$ cat config.mk
export PLATFORM = sky130hd
export DESIGN_NAME = tt_um_sumador8bits
export DESIGN_NICKNAME = d
export VERILOG_FILES = /design/src/rtl/tt_um_sumador8bits.sv
export SDC_FILE = /design/constraint.sdc
export NUM_CORES = 1
export LEC_CHECK = 0
export CAP_MARGIN = 30
export CELL_PAD_IN_SITES_DETAIL_PLACEMENT = 0
export CELL_PAD_IN_SITES_GLOBAL_PLACEMENT = 2
export CORE_ASPECT_RATIO = 0.6
export CORE_MARGIN = 5
export CORE_UTILIZATION = 22
export CTS_CLUSTER_SIZE = 12
export DETAILED_ROUTE_END_ITERATION = 16
export PLACE_DENSITY_LB_ADDON = 0.1
export SETUP_SLACK_MARGIN = 0.02
export SYNTH_ARGS = -nofsm -noshare
export SYNTH_HDL_FRONTEND = slang
export SYNTH_SLANG_ARGS = --single-unit
$ cat constraint.sdc
create_clock -name clk -period 3.5 [get_ports clk]
set_input_delay 0.875 -clock clk [delete_from_list [all_inputs] [get_ports clk]]
set_output_delay 0.875 -clock clk [all_outputs]
set_load 0.005 [all_outputs]
$ cat src/rtl/tt_um_sumador8bits.sv
// Tiny Tapeout tile: 8-bit adder-based up/down counter with clear, load and enable.
// Bidirectional pins are all inputs and carry the parallel load value.
module tt_um_sumador8bits #(
    parameter int WIDTH = 8
) (
    input  logic       clk,
    input  logic       rst_n,
    input  logic       ena,
    input  logic [7:0] ui_in,
    output logic [7:0] uo_out,
    input  logic [7:0] uio_in,
    output logic [7:0] uio_out,
    output logic [7:0] uio_oe
);

    logic [WIDTH-1:0] r_count;
    logic [WIDTH-1:0] w_next;
    logic             w_en;
    logic             w_dir;
    logic             w_load;
    logic             w_clr;
    logic             w_unused;

    assign w_en   = ui_in[0];
    assign w_dir  = ui_in[1];
    assign w_load = ui_in[2];
    assign w_clr  = ui_in[3];

    // ena and the reserved control bits deliberately have no effect on the count.
    assign w_unused = &{1'b0, ena, ui_in[7:4]};

    always_comb begin
        w_next = r_count;
        if (w_clr) begin
            w_next = '0;
        end else if (w_load) begin
            w_next = uio_in[WIDTH-1:0];
        end else if (w_en) begin
            if (w_dir) begin
                w_next = r_count - WIDTH'(1);
            end else begin
                w_next = r_count + WIDTH'(1);
            end
        end
    end

    always_ff @(posedge clk or negedge rst_n) begin
        if (!rst_n) begin
            r_count <= '0;
        end else begin
            r_count <= w_next;
        end
    end

    assign uo_out  = r_count;
    assign uio_out = 8'h00;
    assign uio_oe  = 8'h00;

endmodule

; ---- After elaboration in Yosys (flattened, before gate mapping)
; Cells that the tools add are included.
[totals]
reg_bits = 8
inputBits = 19
out_inout_bits = 24
word_cells = 8
[classes]
n_addsub = 2
n_mux = 4
n_reduce_logical = 1
[op_table]
columns = operator, count
row1 = $mux 8, 4
row2 = $add 8x1->8 const B, 1
row3 = $sub 8x1->8 const B, 1
row4 = $reduce_bool 3->1, 1

; ---- Logic depth before layout (Yosys ltp)
; Gate-level depths: netlist of run 1.
[logic_depth]
word_depth = 5
depth_mapped = 7
depth_no_buf = 7

; ---- Worst setup path before layout of run 1
; OpenSTA, ideal clock, no wires.
[synth_path]
path_kind = input port to flip-flop
startpoint = input port ui_in[1]
endpoint = register r_count[7] (netlist: uo_out[7])
setup_ns = 0.094
t_arrival_ns = 2.098
t_required_ns = 3.406
setup_slack_ns = 1.308
path_stages = 6
n_path_buf = 0
path_cell_list = ha_1 a211o_1 a211oi_1 o21ai_1 xnor2_1 a211oi_1
[synth_via]
elab_chain_cells = 4
[synth_lines]
columns = item, line_no
row1 = start: declaration, 9  ; input logic [7:0] ui_in,
row2 = $mux 8, 39  ; if (w_dir) begin
row3 = $mux 8, 38  ; end else if (w_en) begin
row4 = $mux 8, 36  ; end else if (w_load) begin
row5 = $mux 8, 34  ; if (w_clr) begin
row6 = end signal: assignment, 51  ; r_count <= w_next;
row7 = end: declaration, 16  ; logic [WIDTH-1:0] r_count;
; No other way between the ends. The select of a mux whose other input is x is not followed.
; A chain may end at the register's enable or synchronous reset.

; ---- Final worst setup path of run 1
[layout_path]
startpoint = input port ui_in[1]
endpoint = register r_count[6] (netlist: uo_out[6])
; Same word-level chain as after synthesis.

==> reports/qor.yml, run 1 <==
die:
  fp-row-count: 17
  pin_count: 43
  start_util_pct: 22.6
  core_mm2: 0.00362
  die_x_um: 88.7
  die_h_um: 57.2
  dieArea_mm2: 0.00507
cells_and_area:
  largest_reg_flops: 8
  fin_util_pct: 29.3
  diodes: 0
  nets: 148
  layout-drive-gt1-share_pct: 5.00
  seq_area_um2: 200
  area_growth_pct: 29.6
  multi_input_area_um2: 518
  final_common_cell: "clkdlybuf4s50_1"
  final_area_mm2: 0.00106
  layout_common_cells: "21 x clkdlybuf4s50_1, 16 x conb_1, 13 x nor2_1, 12 x a21oi_1, 8 x dfrtp_1"
  fill_cells: 404
outcome:
  status: "finished, final reports clean"
critical_path:
  crit_slowest_cell: "clkdlybuf4s50_1"
  endpoint_kind: "register"
  reg2reg_setup_slack_ns: 1.59
  path_class: "in2reg"
  slowest_delay_ns: 0.49
  crit_chain: "clkdlybuf4s50_1, buf_4, inv_1, fa_1, and2b_1, o2111ai_1, nand4b_1, xnor2_1, a211oi_1"
  cp_max_fo: 7
  cp-start-kind: "input pin"
  cp.required_ns: 3.63
  crit_arrival_ns: 2.86
place:
  hpwl_um: 1770
  port_buffers: 21
  place_area_mm2: 0.00102
  finalWeightedCongestion: 0.683
detailed_routing:
  antenna_left: 0
  drc: 0
  num_vias: 704
  wire_per_inst_um: 13.0
  drt_first_pass_iters: 4
  drt_iter0_markers: 17
  wirelength_um: 2170
  viasPerCell: 4.22
timing:
  worst_slew_pin_slew_ns: 0.557
  rsz0062_at_grt: "false"
  hold_slack_ns: 0.635
  finalSetupViolCount: 0
  max_freq_mhz: 367
  hold_viol: 0
  finalSetupTns_ns: 0
  drv_slew: 0
  layout_min_cycle_time_ns: 2.72
  period_share_pct: 77.8
  slew_headroom_pct: 62.7
  finalClockSkew_ns: 0.000305
cts:
  cts.hold.buffers_added: 0
  cts_resized: 0
  cts_buffers: 3
  cts.htree.levels: 1
  clkLatencyLatePin_ns: 0.23
  clkSinkCount: 8
  cts_tree: "done"
  post_cts_buffers: 0
  cts.clk_slew.worst_paths_ns: 0.04
  cts_max_path_buffers: 2
  root_buffer: "clkbuf_8"
synthesis:
  yosysTopAreaCell: "dfrtp_1"
  yosysWarnings: 0
  synth_top_cell_area_share_pct: 24.5
  synth.avg_cell_area_um2: 8.25
  syn-cell-area_um2: 817
  ys_types: 35
  netlist_instances: 99
  seq_area_frac_synth_pct: 24.5
  ys_top_cells_by_area: "dfrtp_1 25%, buf_4 15%, ha_1 9.2%"
  ys_seq_elements: 8
power:
  switching_share_pct: 30.6
  power.switching_w: 0.000106
  p_comb_share_pct: 36.6
  p_seq_share_pct: 31.6
  powerDensity_mw_per_mm2: 326
  cellLeakagePower_nw: 0.462
  power_frac_clock_pct: 31.8
  ir_worst_vdd_v: 0.000118
  p_int_w: 0.000239
  finalPower_w: 0.000345
global_route:
  grt_pass1_vias: 743
  grt_max_degree: 17
  gr-total-overflow: 0
  grt_pass1_wl_um: 3640
  grtUsageTotal_pct: 9.39
  antenna_found_initial: 0
hold_path:
  hp-class: "reg2reg"
flow_run:
  maxCapViolations: 0
## through the flow
stage | worst slack [ns] | std cells
after floorplan | 1.31 | 114
after global placement | 0.526 | 164
after detailed placement | 0.531 | 164
after CTS | 0.753 | 167
after global routing | 0.597 | 167
final | 0.777 | 167
## final cells by class
cell class	instances	area share (%)
Multi-Input combinational cell	81	48.9
Timing Repair Buffer	22	20.6
Sequential cell	8	18.9
Tap cell	47	5.56
Clock buffer	3	3.90
Inverter	6	2.13
## cells in the mapped netlist
cell type	instances
buf_4	16
a41oi_1	1
a221oi_2	1
a21o_1	1
o21ai_1	1
o21a_2	1
buf_2	1
a22oi_1	2
o21a_1	1
and2b_1	1
xnor2_1	4
dfrtp_1	8
nor2b_1	1
nand2_1	2
fa_1	1
o211ai_1	1
buf_1	1
nor4bb_1	1
ha_1	6
nand4b_1	1
a21oi_1	12
a211o_1	1
o2111ai_1	1
xor2_1	1
clkbuf_1	1
nand3_1	1
nor3_1	1
mux2i_1	1
nor3b_1	1
inv_1	6
nand3b_1	1
o21ai_0	1
a211oi_1	5
conb_1	1
nor2_1	13
## critical path: cells and delay by family
family          cells  cell delay (ns)
compound gates      2             0.33
xor+xnor            1             0.09
fa+ha+maj           1             0.45
buf+inv             3             0.74
simple gates        2             0.37
## worst paths after layout
| kind | endpoint | cells after the start | startpoint |
|---|---|---|---|
| worst max-delay path | uo_out[6] | 9 | ui_in[1] |
| worst min register to register | uo_out[4] | 2 | uo_out[4] |
| min in group asynchronous | uo_out[1] | 1 | rst_n |
| max in group asynchronous | uo_out[0] | 1 | rst_n |
| worst max register to register | uo_out[7] | 6 | uo_out[1] |
| worst min-delay path | uo_out[4] | 2 | uo_out[4] |
## per-layer routing
metal	GRT usage (%)	wire length [µm]
met1	14.7	1170
met2	11.7	824
met3	4.04	166
met4	1.29	8
met5	0	0
## power by group through the flow
stage,combinational [W],clock [W],sequential (W)
after global placement,0.000127,0,0.000110
after CTS,0.000128,0.000114,0.000110
after detailed placement,0.000126,0,0.000111
final,0.000126,0.000110,0.000109
after floorplan,0.0000890,0,0.000108
after global routing,0.000145,0.000119,0.000110
## kinds of logic (layout without fill, tap and decap cells)
| kind of cell | after synthesis | after routing | synth area share [%] |
|---|---|---|---|
| buf+inv | 25 | 31 | 19.0 |
| other cells | 1 | 16 | 0.459 |
| simple gates | 23 | 23 | 13.9 |
| xor+xnor | 5 | 5 | 5.36 |
| flops | 8 | 8 | 24.5 |
| fa+ha+maj | 7 | 7 | 11.6 |
| mux | 1 | 1 | 1.23 |
| compound gates | 29 | 29 | 23.9 |
Note: power is estimated with default switching activity, not from simulation.
==> inputs of run 2 (changes only) <==
Settings changed: CORE_UTILIZATION 22 to 21.
Clock period 3.5 ns to 2.8 ns, I/O delays scaled along.
==> reports/qor.yml, run 2 (synthesis results as in run 1) <==
cts:
  cts.htree.levels: 1  # unchanged
  clkLatencyLatePin_ns: 0.23  # about the same
  root_buffer: "clkbuf_8"
  cts.clk_slew.worst_paths_ns: 0.04  # about the same
  cts_resized: 0  # unchanged
  post_cts_buffers: 0  # unchanged
  cts_tree: "done"
  cts.hold.buffers_added: 0  # unchanged
  cts_buffers: 3  # unchanged
  clkSinkCount: 8  # unchanged
  cts_max_path_buffers: 2  # unchanged
power:
  p_seq_share_pct: 31.0  # -0.6 points
  cellLeakagePower_nw: 0.477  # +3.1%
  powerDensity_mw_per_mm2: 404  # +24%
  ir_worst_vdd_v: 0.000142  # +20%
  p_int_w: 0.000303  # +27%
  p_comb_share_pct: 37.6  # +1.0 points
  power_frac_clock_pct: 31.4  # -0.4 points
  switching_share_pct: 30.7  # +0.11 points
  power.switching_w: 0.000134  # +27%
die:
  die_h_um: 58.3  # +1.9%
  dieArea_mm2: 0.00528  # +4.1%
  pin_count: 43  # unchanged
  start_util_pct: 22.1  # -0.52 points
  fp-row-count: 17  # unchanged
  die_x_um: 90.5  # +2.1%
  core_mm2: 0.00370  # +2.4%
global_route:
  grt_pass1_vias: 751  # +1.1%
  antenna_found_initial: 0  # unchanged
  gr-total-overflow: 0  # unchanged
  grt_pass1_wl_um: 3630  # -0.19%
  grtUsageTotal_pct: 8.62  # -0.77 points
  grt_max_degree: 11  # -6
critical_path:
  cp_num_cells: 7  # -2
  endpoint_kind: "register"
  path_buf_inv: 1  # -2
  cp_max_fo: 4  # -3
  reg2reg_setup_slack_ns: 0.90  # -0.69 ns
  path_delay_family: "compound AO/OA/AOI/OAI gates"
  r2r_cells: 6  # unchanged
  crit_chain: "clkdlybuf4s50_1, ha_1, a211o_1, a211oi_1, o21ai_1, xnor2_1, a211oi_1"
  cp-start-kind: "input pin"
  timing.rr.end: "uo_out[7]"
  cpMostUsedCell: "a211oi_1"
  crit_slowest_cell: "clkdlybuf4s50_1"
  crit_arrival_ns: 2.62  # -0.24 ns
  slowest_delay_ns: 0.48  # about the same
  cp.required_ns: 2.93  # -0.70 ns
  setup.worst_path.start: "ui_in[1]"
  path_class: "in2reg"
  critPathCapture: "uo_out[7]"
  r2r_start: "uo_out[1]"
cells_and_area:
  largest_reg_flops: 8  # unchanged
  fin_util_pct: 29.2  # -0.065 points
  final_common_cell: "clkdlybuf4s50_1"
  layout_common_cells: "21 x clkdlybuf4s50_1, 16 x conb_1, 13 x nor2_1, 12 x a21oi_1, 8 x dfrtp_1"
  area_growth_pct: 32.3
  layout-drive-gt1-share_pct: 7.32  # +2.3 points
  nets: 151  # +2.0%
  diodes: 0  # unchanged
timing:
  period_share_pct: 88.9
  layout_min_cycle_time_ns: 2.49
  max_freq_mhz: 402
  finalClockSkew_ns: 0.000581  # +0.000277 ns
  hold_viol: 0  # unchanged
  drv_slew: 0  # unchanged
  hold_slack_ns: 0.629  # -0.00602 ns
  finalSetupViolCount: 0  # unchanged
  rsz0062_at_grt: "false"
  finalSetupTns_ns: 0  # unchanged
detailed_routing:
  num_vias: 724  # +2.8%
  antenna_left: 0  # unchanged
  drc: 0  # unchanged
  wire_per_inst_um: 12.9  # -0.59%
  viasPerCell: 4.26  # +1.0%
  drt_iter0_markers: 33  # +16
  wirelength_um: 2200  # +1.2%
  drt_first_pass_iters: 4  # unchanged
place:
  port_buffers: 21  # unchanged
  hpwl_um: 1800  # +1.6%
  finalWeightedCongestion: 0.736  # +7.7%
outcome:
  status: "finished, final reports clean"
hold_path:
  hp-class: "reg2reg"
flow_run:
  maxCapViolations: 0  # unchanged
[run 2: changes by cell type in the layout (fill, tap and decap cells not counted), sizes merged]
cell / delta
buf: +3
[run 2: worst min-delay path by stage]
| stage | endpoint | cells past startpoint | slack, ns | from |
|---|---|---|---|---|
| after floorplan | uo_out[0] | 0 | 0.40 | rst_n |
| after global placement | uo_out[3] | 2 | 0.62 | uo_out[3] |
| after detailed placement | uo_out[4] | 2 | 0.62 | uo_out[4] |
| after CTS | uo_out[3] | 2 | 0.65 | uo_out[3] |
| after global routing | uo_out[3] | 2 | 0.67 | uo_out[3] |
| final | uo_out[3] | 2 | 0.63 | uo_out[3] |
[run 2: tightest hold or removal path, delay by kind of cell (launching register included)]
kind,cells,cell delay [ns]
flip-flops,1,0.37
AO/OA/AOI/OAI,2,0.22
[run 2: per-stage QoR]
stage / instance area [µm²] / total power, W / std cells / worst slack (ns)
floorplan: 873 / 0.000247 / 114 / 0.783
global placement: 1040 / 0.000300 / 167 / 0.0877
detailed placement: 1040 / 0.000301 / 167 / 0.0778
CTS: 1080 / 0.000442 / 170 / 0.291
global route: 1080 / 0.000470 / 170 / 0.177
finish: 1080 / 0.000437 / 170 / 0.312
[run 2: power groups by stage]
stage,clock [W],combinational [W],sequential [W]
after global routing,0.000150,0.000183,0.000137
after CTS,0.000141,0.000165,0.000136
final,0.000137,0.000164,0.000136
after floorplan,0,0.000111,0.000135
after detailed placement,0,0.000163,0.000137
after global placement,0,0.000163,0.000137
[run 2: cell type report]
class	count	area [µm²]
multi-input combinational	81	518
tap	47	58.8
timing repair buffer	25	240
clock buffer	3	41.3
fill	407	2620
inverter	6	22.5
sequential	8	200
[run 2: layer usage]
layer  GRT usage (%)  vias to the layer above  share of wire (%)
met5               0                        -                  0
met4            1.91                        0                  0
met3            3.19                        0                7.2
met2            12.6                       26                 41
met1            12.1                      334                 51
li1                -                      364                  -
==> inputs of run 3 (changes only) <==
Settings changed: ABC_AREA set to 1, CORE_UTILIZATION 21 to 20.
==> reports/qor.yml, run 3 <==
hold_path:
  hp-start: "uo_out[2]"
  hp-class: "reg2reg"
  whs_endpoint: "uo_out[2]"
  holdPathStages: 2  # unchanged
cts:
  cts.hold.buffers_added: 0  # unchanged
  cts_tree: "done"
  root_buffer: "clkbuf_8"
  post_cts_buffers: 0  # unchanged
  cts_buffers: 3  # unchanged
  cts_max_path_buffers: 2  # unchanged
  cts.htree.levels: 1  # unchanged
  cts.clk_slew.worst_paths_ns: 0.05  # about the same
  clkLatencyLatePin_ns: 0.23  # about the same
  clkSinkCount: 8  # unchanged
  cts_resized: 0  # unchanged
place:
  port_buffers: 21  # unchanged
  hpwl_um: 1970  # +9.6%
  finalWeightedCongestion: 0.692  # -5.9%
  place_area_mm2: 0.00108  # +4.2%
  dp.cells: 207  # +24%
synthesis:
  synth_flop_cell: "dfrtp_1"
  netlist_instances: 127  # +28%
  ys_seq_elements: 8  # unchanged
  syn-cell-area_um2: 866  # +6.0%
  synthArstFlopShare_pct: 100  # unchanged
  synthTopCellsByCount: "36 x nand2_1, 16 x buf_4, 16 x nor2_1, 12 x inv_1"
  yosysTopAreaCell: "dfrtp_1"
  ys_top_cells_by_area: "dfrtp_1 23%, nand2_1 16%, buf_4 14%"
  synth.avg_cell_area_um2: 6.82  # -17%
  synth_edf_count: 0  # unchanged
  ys_types: 23  # -34%
  synth_top_cell_area_share_pct: 23.1  # -1.4 points
  yosysWarnings: 0  # unchanged
  seq_area_frac_synth_pct: 23.1  # -1.4 points
  post-synth-top-count-cell: "nand2_1"
cells_and_area:
  fin_cells: 210  # +24%
  diodes: 0  # unchanged
  largest_reg_flops: 8  # unchanged
  final_common_cell: "nand2_1"
  layout_common_cells: "36 x nand2_1, 21 x clkdlybuf4s50_1, 16 x nor2_1, 16 x conb_1, 12 x inv_1"
  seq_area_um2: 200  # unchanged
  fill_cells: 477  # +17%
  area_growth_pct: 29.9
  final_area_mm2: 0.00112  # +4.1%
  layout-drive-gt1-share_pct: 8.67  # +1.3 points
  nets: 178  # +18%
  multi_input_area_um2: 538  # +3.9%
timing:
  max_freq_mhz: 435  # +8.2%
  finalSetupTns_ns: 0  # unchanged
  drv_slew: 0  # unchanged
  rsz0062_at_grt: "false"
  worst_slew_pin_slew_ns: 0.635
  finalClockSkew_ns: 0.000751  # +0.000169 ns
  slew_headroom_pct: 57.4
  hold_slack_ns: 0.523  # -0.106 ns
  finalSetupViolCount: 0  # unchanged
  hold_viol: 0  # unchanged
  period_share_pct: 82.1  # -6.8 points
  layout_min_cycle_time_ns: 2.30  # -0.189 ns
power:
  powerDensity_mw_per_mm2: 413  # +2.2%
  p_seq_share_pct: 30.1  # -0.9 points
  p_int_w: 0.000308  # +1.8%
  ir_worst_vdd_v: 0.0000938  # -34%
  cellLeakagePower_nw: 0.577  # +21%
  switching_share_pct: 33.7  # +2.9 points
  power.switching_w: 0.000156  # +16%
  power_frac_clock_pct: 31.2  # -0.2 points
  p_comb_share_pct: 38.8  # +1.2 points
critical_path:
  crit_arrival_ns: 2.42  # -0.20 ns
  path_class: "in2reg"
  r2r_cells: 10  # +4
  cp_max_fo: 4  # unchanged
  cp.required_ns: 2.92  # about the same
  cp-start-kind: "input pin"
  reg2reg_setup_slack_ns: 1.18  # +0.28 ns
  endpoint_kind: "register"
  r2r_start: "uo_out[0]"
  timing.rr.end: "uo_out[6]"
global_route:
  grtUsageTotal_pct: 8.56  # -0.064 points
  grt_pass1_wl_um: 3550  # -2.3%
  antenna_found_initial: 0  # unchanged
  gr-total-overflow: 0  # unchanged
  grt_max_degree: 14  # +3
  grt_pass1_vias: 725  # -3.5%
detailed_routing:
  drc: 0  # unchanged
  wire_per_inst_um: 11.4  # -12%
  wirelength_um: 2390  # +8.9%
  viasPerCell: 3.67  # -14%
  num_vias: 770  # +6.4%
  drt_iter0_markers: 9  # -73%
  antenna_left: 0  # unchanged
  drt_first_pass_iters: 2  # -2
flow_run:
  maxCapViolations: 0  # unchanged
die:
  die_x_um: 94.9  # +4.9%
  core_mm2: 0.00414  # +12%
  die_h_um: 61.0  # +4.5%
  dieArea_mm2: 0.00579  # +9.6%
  start_util_pct: 20.9  # -1.2 points
  pin_count: 43  # unchanged
  fp-row-count: 18  # +1
outcome:
  status: "finished, final reports clean"
run 3: cell types whose count changed after synthesis, sizes merged, moves of 4 or more:
cell / previous run / this run
or2: 0 / 4
a21oi: 12 / 4
a211oi: 5 / 0
nand2: 2 / 37
xnor2: 4 / 0
inv: 6 / 14
nand3: 1 / 8
run 3: cell families (layout without fill, tap and decap cells):
logic type	count (synthesis)	in the layout	synth area share (%)
xor+xnor	1	1	1.01
flops	8	8	23.1
other cells	1	16	0.433
simple gates	69	69	34.7
compound gates	10	10	8.53
fa+ha+maj	7	7	11.0
buf+inv	31	39	21.2
run 3: final cells by class:
class                           instances  area share (%)
Tap cell                               60            6.67
Clock buffer                            3            3.67
Inverter                               14            4.67
Multi-Input combinational cell        103            47.8
Sequential cell                         8            17.8
Timing Repair Buffer                   22            19.4
run 3: per-stage QoR:
stage          setup WS [ns]  utilization (%)  power [W]
2_1_floorplan           1.04                -   0.000264
3_3_place_gp           0.235             26.1   0.000322
3_5_place_dp           0.243             26.1   0.000322
4_1_cts                0.466             27.1   0.000473
5_1_grt                0.337             27.1   0.000506
6_report               0.501             27.1   0.000465
run 3: metal layers:
metal	vias to the layer above	part of all wire [%]	GRT usage, %
met3	2	7.9	4.46
li1	411	-	-
met1	332	54	12.4
met5	-	0	0
met2	25	38	11.2
met4	0	0.33	1.23
run 3: power groups by stage:
| stage | combinational (W) | sequential (W) | clock, W |
|---|---|---|---|
| after floorplan | 0.000124 | 0.000140 | 0 |
| after global placement | 0.000181 | 0.000141 | 0 |
| after detailed placement | 0.000181 | 0.000141 | 0 |
| after CTS | 0.000183 | 0.000140 | 0.000150 |
| after global routing | 0.000205 | 0.000142 | 0.000159 |
| final | 0.000180 | 0.000140 | 0.000145 |
run 3: worst max-delay path by stage:
stage / start / to / cells after the start
after global placement: ui_in[1] / uo_out[6] / 11
after floorplan: ui_in[1] / uo_out[4] / 9
after detailed placement: ui_in[1] / uo_out[7] / 11
after global routing: ui_in[1] / uo_out[7] / 11
after CTS: ui_in[1] / uo_out[7] / 11
final: ui_in[1] / uo_out[6] / 11
run 3: critical path, cell delays in order:
cell             delay (ns)
clkdlybuf4s50_1        0.56
inv_1                  0.09
fa_1                   0.43
inv_1                  0.08
nand2_1                0.07
nand2_1                0.09
nand3b_1               0.11
nand3_1                0.08
nand3_1                0.09
nand2_1                0.07
nand2_1                0.05
